==> config.mk <==
export PLATFORM = sky130hd
export DESIGN_NAME = brl_shift_ctrl
export DESIGN_NICKNAME = d
export VERILOG_FILES = /design/src/rtl/brl_shift_ctrl.sv
export SDC_FILE = /design/constraint.sdc
export NUM_CORES = 1
export LEC_CHECK = 0
export ABC_AREA = 1
export BUFFER_PORTS_ARGS = -buffer_cell sky130_fd_sc_hd__buf_2
export CORE_AREA = 8 8 100 102
export CTS_BUF_LIST = sky130_fd_sc_hd__clkbuf_4
export DETAILED_ROUTE_END_ITERATION = 8
export DIE_AREA = 0 0 108 110
export GPL_TIMING_DRIVEN = 0
export PLACE_DENSITY = 0.82
export SYNTH_ARGS = -nofsm -noshare
export SYNTH_HDL_FRONTEND = slang
export SYNTH_SLANG_ARGS = --single-unit
==> constraint.sdc <==
create_clock -name i_clk -period 2.5 [get_ports i_clk]
set_input_delay 0.5 -clock i_clk [delete_from_list [all_inputs] [get_ports i_clk]]
set_output_delay 0.5 -clock i_clk [all_outputs]
set_load 0.005 [all_outputs]
==> src/rtl/brl_shift_ctrl.sv <==
// brl_shift_ctrl: sequences a 32-bit rotate/shift through a shared barrel
// rotate-left unit that can only rotate by 0..15 per pass. Right shifts are
// mapped onto an equivalent left rotate, and the result is then masked (or
// sign-filled) in a final cycle to turn the rotate into a shift.
module brl_shift_ctrl #(
    parameter int DATA_W   = 32,
    parameter int STEP_MAX = 15
) (
    input  logic              i_clk,
    input  logic              i_rst_n,
    input  logic              i_start,
    input  logic [DATA_W-1:0] i_data,
    input  logic [4:0]        i_amt,
    input  logic [1:0]        i_op,
    input  logic [DATA_W-1:0] i_brl,
    output logic [DATA_W-1:0] o_brl_b,
    output logic [3:0]        o_brl_sel,
    output logic              o_busy,
    output logic              o_done,
    output logic [DATA_W-1:0] o_result
);

    // Operation encodings: bit 1 set means a right shift (rotate the other way).
    localparam logic [1:0] OP_ROL = 2'b00;
    localparam logic [1:0] OP_SLL = 2'b01;
    localparam logic [1:0] OP_SRL = 2'b10;
    localparam logic [1:0] OP_SRA = 2'b11;

    localparam logic [4:0]        STEP_LIM = 5'(STEP_MAX);
    localparam logic [DATA_W-1:0] ALL_ONES = {DATA_W{1'b1}};

    typedef enum logic [1:0] {
        ST_IDLE = 2'd0,
        ST_ROT  = 2'd1,
        ST_FIN  = 2'd2
    } state_t;

    state_t            state_q, state_d;
    logic [DATA_W-1:0] acc_q, acc_d;
    logic [4:0]        amt_q, amt_d;
    logic [1:0]        op_q, op_d;
    logic              sign_q, sign_d;
    logic [4:0]        rem_q, rem_d;
    logic              done_q, done_d;
    logic [DATA_W-1:0] result_q, result_d;

    logic [3:0]        sel_s;
    logic [4:0]        rot_s;
    logic [DATA_W-1:0] masked_s;
    logic [DATA_W-1:0] keep_lo_s;
    logic [DATA_W-1:0] keep_hi_s;

    // Per-pass rotate select: largest step the barrel unit allows, only while rotating.
    always_comb begin
        sel_s = 4'd0;
        if (state_q == ST_ROT) begin
            if (rem_q > STEP_LIM) begin
                sel_s = STEP_LIM[3:0];
            end else begin
                sel_s = rem_q[3:0];
            end
        end else begin
            sel_s = 4'd0;
        end
    end

    // Effective left rotate for a new request: right shifts rotate by (32-n) mod 32.
    always_comb begin
        rot_s = 5'd0;
        if (i_op[1]) begin
            rot_s = 5'd0 - i_amt;
        end else begin
            rot_s = i_amt;
        end
    end

    // Fill mask turning the rotated accumulator into a shift result; n=0 keeps all bits.
    always_comb begin
        keep_lo_s = ALL_ONES << amt_q;
        keep_hi_s = ALL_ONES >> amt_q;
        masked_s  = acc_q;
        case (op_q)
            OP_ROL:  masked_s = acc_q;
            OP_SLL:  masked_s = acc_q & keep_lo_s;
            OP_SRL:  masked_s = acc_q & keep_hi_s;
            OP_SRA:  masked_s = (acc_q & keep_hi_s) | ({DATA_W{sign_q}} & ~keep_hi_s);
            default: masked_s = acc_q;
        endcase
    end

    // Next-state logic: accept in IDLE, one barrel pass per ROT cycle, finish in FIN.
    always_comb begin
        state_d  = state_q;
        acc_d    = acc_q;
        amt_d    = amt_q;
        op_d     = op_q;
        sign_d   = sign_q;
        rem_d    = rem_q;
        done_d   = 1'b0;
        result_d = result_q;
        case (state_q)
            ST_IDLE: begin
                if (i_start) begin
                    acc_d  = i_data;
                    amt_d  = i_amt;
                    op_d   = i_op;
                    sign_d = i_data[DATA_W-1];
                    rem_d  = rot_s;
                    if (rot_s != 5'd0) begin
                        state_d = ST_ROT;
                    end else begin
                        state_d = ST_FIN;
                    end
                end else begin
                    state_d = ST_IDLE;
                end
            end
            ST_ROT: begin
                acc_d = i_brl;
                rem_d = rem_q - {1'b0, sel_s};
                if (rem_d == 5'd0) begin
                    state_d = ST_FIN;
                end else begin
                    state_d = ST_ROT;
                end
            end
            ST_FIN: begin
                result_d = masked_s;
                done_d   = 1'b1;
                state_d  = ST_IDLE;
            end
            default: begin
                state_d = ST_IDLE;
            end
        endcase
    end

    // State and datapath registers; reset aborts any operation without a done pulse.
    always_ff @(posedge i_clk or negedge i_rst_n) begin
        if (!i_rst_n) begin
            state_q  <= ST_IDLE;
            acc_q    <= {DATA_W{1'b0}};
            amt_q    <= 5'd0;
            op_q     <= 2'b00;
            sign_q   <= 1'b0;
            rem_q    <= 5'd0;
            done_q   <= 1'b0;
            result_q <= {DATA_W{1'b0}};
        end else begin
            state_q  <= state_d;
            acc_q    <= acc_d;
            amt_q    <= amt_d;
            op_q     <= op_d;
            sign_q   <= sign_d;
            rem_q    <= rem_d;
            done_q   <= done_d;
            result_q <= result_d;
        end
    end

    assign o_brl_b   = acc_q;
    assign o_brl_sel = sel_s;
    assign o_busy    = (state_q != ST_IDLE);
    assign o_done    = done_q;
    assign o_result  = result_q;

endmodule

==> results of run 1 <==
## synth_stat cells, types with 2 or more instances
| cell | instances |
|---|---|
| a21oi_1 | 56 |
| nor2_1 | 125 |
| nand4_1 | 3 |
| o211ai_1 | 6 |
| buf_1 | 4 |
| o21a_1 | 2 |
| dfrtp_1 | 80 |
| buf_4 | 2 |
| buf_2 | 12 |
| o22ai_1 | 11 |
| clkbuf_1 | 13 |
| a31oi_1 | 11 |
| o21ai_1 | 4 |
| inv_2 | 3 |
| nand3_1 | 14 |
| xor2_1 | 3 |
| o221ai_1 | 7 |
| nor2_2 | 2 |
| o31ai_1 | 31 |
| inv_1 | 36 |
| nand2_1 | 122 |
| ha_1 | 3 |
| nor3_1 | 3 |
| o21ai_0 | 25 |
## per-layer routing
metal | vias to the layer above | global-route usage (%) | routed length [um]
li1 | 2286 | - | -
met1 | 2299 | 35.0 | 6900
met2 | 247 | 44.9 | 7690
met5 | - | 0 | 0
met4 | 0 | 13.0 | 561
met3 | 47 | 5.06 | 1070
## metrics by stage
stage / setup WS (ns) / utilization [%] / power (mW) / std cells
after global routing: 0.0284 / 63.7 / 8.53 / 854
after floorplan: 0.393 / - / 5.25 / 585
after global placement: 0.133 / 61.7 / 6.95 / 836
final: 0.230 / 63.7 / 7.87 / 855
after detailed placement: 0.118 / 62.0 / 7.05 / 837
after CTS: 0.0633 / 63.6 / 7.78 / 854
## where the power goes
part | switching, mW | internal (mW) | leakage, nW | total, mW
combinational | 2.91 | 1.67 | 1.70 | 4.58
clock | 0.523 | 0.215 | 0.0633 | 0.738
sequential | 0.607 | 1.94 | 0.983 | 2.55
total | 4.04 | 3.83 | 2.75 | 7.87
## cells by family after synthesis
kind of cell | share of synthesized area, %
xor gates and xnor gates | 0.601
buffers and inverters | 6.79
DFF | 45.8
adders and majority gates | 0.859
and+or+nand+nor | 24.6
AOI/OAI and AO/OA | 21.3
## worst paths after layout
check / slack (ns) / start / end
setup / recovery: 0.23 / state_q[1]$_DFF_PN0_ / state_q[0]$_DFF_PN0_
hold / removal: 0.26 / i_brl[31] / o_brl_b[31]$_DFFE_PN0P_
setup reg to reg: 0.23 / state_q[1]$_DFF_PN0_ / state_q[0]$_DFF_PN0_
hold reg to reg: 0.50 / sign_q$_DFFE_PN0P_ / sign_q$_DFFE_PN0P_
max in group asynchronous: 1.43 / i_rst_n / o_brl_b[24]$_DFFE_PN0P_
min in group asynchronous: 0.47 / i_rst_n / o_result[16]$_DFFE_PN0P_
## layout make-up
cell class	count	area, sq um	share of cell area (%)
antenna	1	2.50	0.0464
buffer	32	154	2.85
clock buffer	9	67.6	1.25
clock inverter	7	55.1	1.02
inverter	39	146	2.71
multi-input combinational	434	2080	38.5
sequential	80	2000	37.1
tap	108	135	2.50
timing repair buffer	145	756	14.0
## worst max-delay path, stage by stage, from the launching register on
cell and delay (ns):
dfrtp_1 0.43, inv_1 0.11, nand2_2 0.15, buf_4 0.22
a21oi_2 0.13, ha_1 0.18, inv_1 0.06, ha_1 0.18
a21oi_2 0.15, nor2_1 0.07, nand2_1 0.09, nand3_1 0.07
nand2_1 0.12, nand3_1 0.09, nand2_1 0.08, nand2_1 0.04
## what timing repair did
action | 4_1_cts | 5_1_grt
endpoints found under the hold margin | 25 | 0
hold buffers | 1 | 0
setup endpoints to repair | 0 | 4
gates resized for setup | 0 | 6
## state kept, by name (all words and copies together), names as in the netlist
name and cells:
o_brl_b 32, o_result 32, amt_q 5, rem_q 5, op_q 2, state_q 2
o_done 1, sign_q 1
==> metrics, run 1 <==
status complete, no violations; Syn Nets 662; WL/cell 19.0 um; clock latency on the worst-skew pair 0.45 ns; CP Launch Type register; post-layout instance area 5400 sq um; DP HPWL 12700 um; cells on worst reg2reg path 15; most common cell after layout, fill and taps aside buf_2; Die Span Y 110 um; Fmax 440 MHz; mapped cell area 4370 sq um; Starting DRT DRC Count 328; Max clock buf depth 2; Worst-path clk slew 0.15 ns; grt total ovfl 0; leakage 2.75 nW; fraction of layout cells with a size suffix above 1 24.8%; post-route clock period utilization 90.8%; EDFF count, synth 0; path type of the worst min-delay path primary input to register; Main synth FF type dfrtp_1; Slew Limit Headroom 52.0%; die area 11900 sq um; Final Max Tran Viols 0; vias in the first global route 4944; worst hold margin 0.260 ns; maximum fanout along the worst path 10; Core ar. 8470 sq um; worst path arrival time 2.62 ns; setup violators final 0; element type at the critical path end register; Layout fillers 811; Root Driver clkbuf_4; Area contributors post-synth dfrtp_1, nor2_1, nand2_1; Die W 108 um; CP required 2.85 ns; max cap viols 0; # Post-CTS Setup Buffers 0; DRC 0; Power Density 1460 nW/um^2; Detail Route Antenna Nets 0; Mapped Avg Cell Area 7.47 sq um; CTS H-tree depth 3; VDD IR max 0.877 mV; Placed Instance Area 5250 sq um; Min Clock Period, post-route 2.27 ns; Initial Util 51.6%; WS Path Type register to register; Via Count 4879; register bit total from synthesis 80; port bufs 143; clk_skew 0.0146 ns; endpoints failing hold 0; post-synthesis cell type count 31; Hold Path Cell Cnt 3; row count 34; Ys Warns 0; post-synth top area share 45.8%; Pre-antenna DRT Iters 5; Detailed Route WL 16200 um; total CTS buffers 9; clock tree from TritonCTS built; most frequent cells in the layout buf_2, nor2_1, nand2_1, dfrtp_1, a21oi_1; Worst Tran Pin Value 0.720 ns; first-pass GRT wire length 25400 um; post-synthesis sequential area ratio 45.8%; area leader, netlist dfrtp_1; clock sinks 80; RSZ-0062 raised after global routing false; IO Pins 144; final setup TNS 0 ns; Layout Nets 818; largest net degree at the start of global routing 56; routed vias/inst 5.71; gr usage total 27.6%; post-synthesis cell count 585; initial antenna violation count 0; placer congestion estimate 0.949; P&R area growth vs syn 23.5%; asr flop ratio synth 100%
Power figures use the tool's default switching activity.
==> inputs of run 2 (changes only) <==
Settings changed: CORE_AREA 8 8 100 102 to 2 2 94 96, DIE_AREA 0 0 108 110 to 0 0 96 98, PLACE_DENSITY 0.82 to 0.92.
Clock period 2.5 ns to 2.3 ns, I/O delays scaled along.
==> run 2 against run 1 <==
Setup slack got worse by 0.034 ns. First-iteration DRC count decreased by 7.3%. Critical endpoint is now rem_q[4]$_DFFE_PN0P_. Worst hold slack got worse by 0.038 ns. Die area decreased by 21%. Sequential share of layout area decreased by 0.36 points.
==> metrics, run 2 (synthesized netlist as in run 1, its figures left out) <==
clk_skew 0.0200 ns (was 0.0146 ns); WL/cell 18.1 um (was 19.0 um); path type of the worst min-delay path primary input to register (unchanged); gr usage total 34.4% (was 27.6%); Core ar. 8470 sq um (unchanged); Layout Nets 820 (was 818); DP HPWL 11900 um (was 12700 um); slowest CP cell dfrtp_1 (unchanged); routed vias/inst 5.69 (was 5.71); VDD IR max 1.02 mV (was 0.877 mV); Initial Util 51.6% (unchanged); largest net degree at the start of global routing 52 (was 56); most frequent CP cell nand2_1 (unchanged); critical path, cell by cell nand2_4, buf_6, a21oi_2, ha_1, inv_1, ha_1, a21oi_2, nor2_1, nand2_1, nand3_1, nand2_1, nand2_1, nand3_1, nand2_1 (was inv_1, nand2_2, buf_4, a21oi_2, ha_1, inv_1, ha_1, a21oi_2, nor2_1, nand2_1, nand3_1, nand2_1, nand3_1, nand2_1, nand2_1); Die W 96 um (was 108 um); Slew Limit Headroom 56.8% (was 52.0%); Worst-path clk slew 0.15 ns (about the same); Finished Layout Cells 856 (was 855); placer congestion estimate 0.996 (was 0.949); slowest stage delay, CP 0.52 ns (was 0.43 ns); vias in the first global route 4880 (was 4944); status complete, no violations (unchanged); Detailed Route WL 15500 um (was 16200 um); total CTS buffers 9 (unchanged); first-pass GRT wire length 24700 um (was 25400 um); CP Launch Type register (unchanged); leakage 2.78 nW (was 2.75 nW); die area 9410 sq um (was 11900 sq um); Crit path buffers/inverters 2 (was 3); Inserted Diodes 0 (was 1); Via Count 4871 (was 4879); CTS H-tree depth 3 (unchanged); most common cell after layout, fill and taps aside buf_2 (unchanged); Min Clock Period, post-route 2.10 ns (was 2.27 ns); Root Driver clkbuf_4 (unchanged); IO Pins 144 (unchanged); Fmax 475 MHz (was 440 MHz); post-layout instance area 5450 sq um (was 5400 sq um); worst setup margin 0.196 ns (was 0.230 ns); Placed Instance Area 5250 sq um (unchanged); worst path arrival time 2.47 ns (was 2.62 ns); CP top delay family simple AND/OR/NAND/NOR gates (unchanged); setup violators final 0 (unchanged); P&R area growth vs syn 24.7% (was 23.5%); endpoints failing hold 0 (unchanged); RSZ-0062 raised after global routing false (unchanged); clock tree from TritonCTS built (unchanged); most frequent cells in the layout buf_2, nor2_1, nand2_1, dfrtp_1, a21oi_1 (unchanged); WS Path Type register to register (unchanged); initial antenna violation count 0 (unchanged); CP required 2.66 ns (was 2.85 ns); element type at the critical path end register (unchanged); Post-Place Cells 837 (unchanged); Max clock buf depth 2 (unchanged); maximum fanout along the worst path 10 (unchanged); Post-Place Worst Slack -0.0596 ns (was 0.118 ns); final core occ 64.4% (was 63.7%); grt total ovfl 0 (unchanged); Starting DRT DRC Count 304 (was 328); post-route clock period utilization 91.5% (was 90.8%); clock sinks 80 (unchanged); fraction of layout cells with a size suffix above 1 25.1% (was 24.8%); Worst Tran Pin Value 0.649 ns (was 0.720 ns); Pre-antenna DRT Iters 5 (unchanged); max cap viols 0 (unchanged); Final Max Tran Viols 0 (unchanged); Detail Route Antenna Nets 0 (unchanged); row count 34 (unchanged); clock latency on the worst-skew pair 0.47 ns (was 0.45 ns); port bufs 143 (unchanged); Power Density 1600 nW/um^2 (was 1460 nW/um^2); Die Span Y 98 um (was 110 um); DRC 0 (unchanged)
run 2: worst paths after layout:
kind,from,end,slack [ns],cells after the start
worst max-delay path,state_q[0]$_DFF_PN0_,rem_q[4]$_DFFE_PN0P_,0.20,14
worst min-delay path,i_op[0],op_q[0]$_DFFE_PN0P_,0.22,3
worst max register to register,state_q[0]$_DFF_PN0_,rem_q[4]$_DFFE_PN0P_,0.20,14
worst min register to register,o_result[0]$_DFFE_PN0P_,o_result[0]$_DFFE_PN0P_,0.49,2
max in group asynchronous,i_rst_n,o_brl_b[4]$_DFFE_PN0P_,1.26,3
min in group asynchronous,i_rst_n,o_result[10]$_DFFE_PN0P_,0.46,2
run 2: area by class of cell:
type	instances	area, sq um
plain buffers	32	158
clock buffers	9	67.6
clock inverters	7	86.3
fillers	795	3020
inverters	39	146
multi-input cells	434	2080
flip-flops and latches	80	2000
well taps	108	135
repair buffers	147	771
run 2: per-layer routing:
metal  global-route usage [%]  part of all wire, %  vias up
met5                        0                    0        -
met4                     12.6                  3.4        0
met3                     7.56                  7.9       43
met2                     55.4                   48      265
met1                     45.3                   41     2274
li1                         -                    -     2289
run 2: through the flow:
step | TNS [ns] | hold slack (ns) | total power, mW
after floorplan | 0 | 0.164 | 5.70
after global placement | -0.102 | 0.468 | 7.50
after detailed placement | -0.159 | 0.419 | 7.61
after CTS | 0 | 0.214 | 8.56
after global routing | 0 | 0.223 | 9.43
final | 0 | 0.222 | 8.71
run 2: timing repair:
action | CTS | global route
hold endpoints to repair | 29 | 0
resized for setup | 1 | 7
setup endpoints to repair | 4 | 5
hold buffers | 1 | 0
setup buffers | 0 | 2
run 2: report_power, final:
part | switching, mW | leakage [nW] | internal, mW | total (mW)
combinational | 3.17 | 1.71 | 1.84 | 5.01
sequential | 0.653 | 0.983 | 2.11 | 2.77
clock | 0.578 | 0.0806 | 0.353 | 0.931
total | 4.40 | 2.78 | 4.31 | 8.71
run 2: worst min-delay path, stage by stage:
cell	delay (ns)
buf_2	0.07
nand2_1	0.05
o21ai_0	0.06
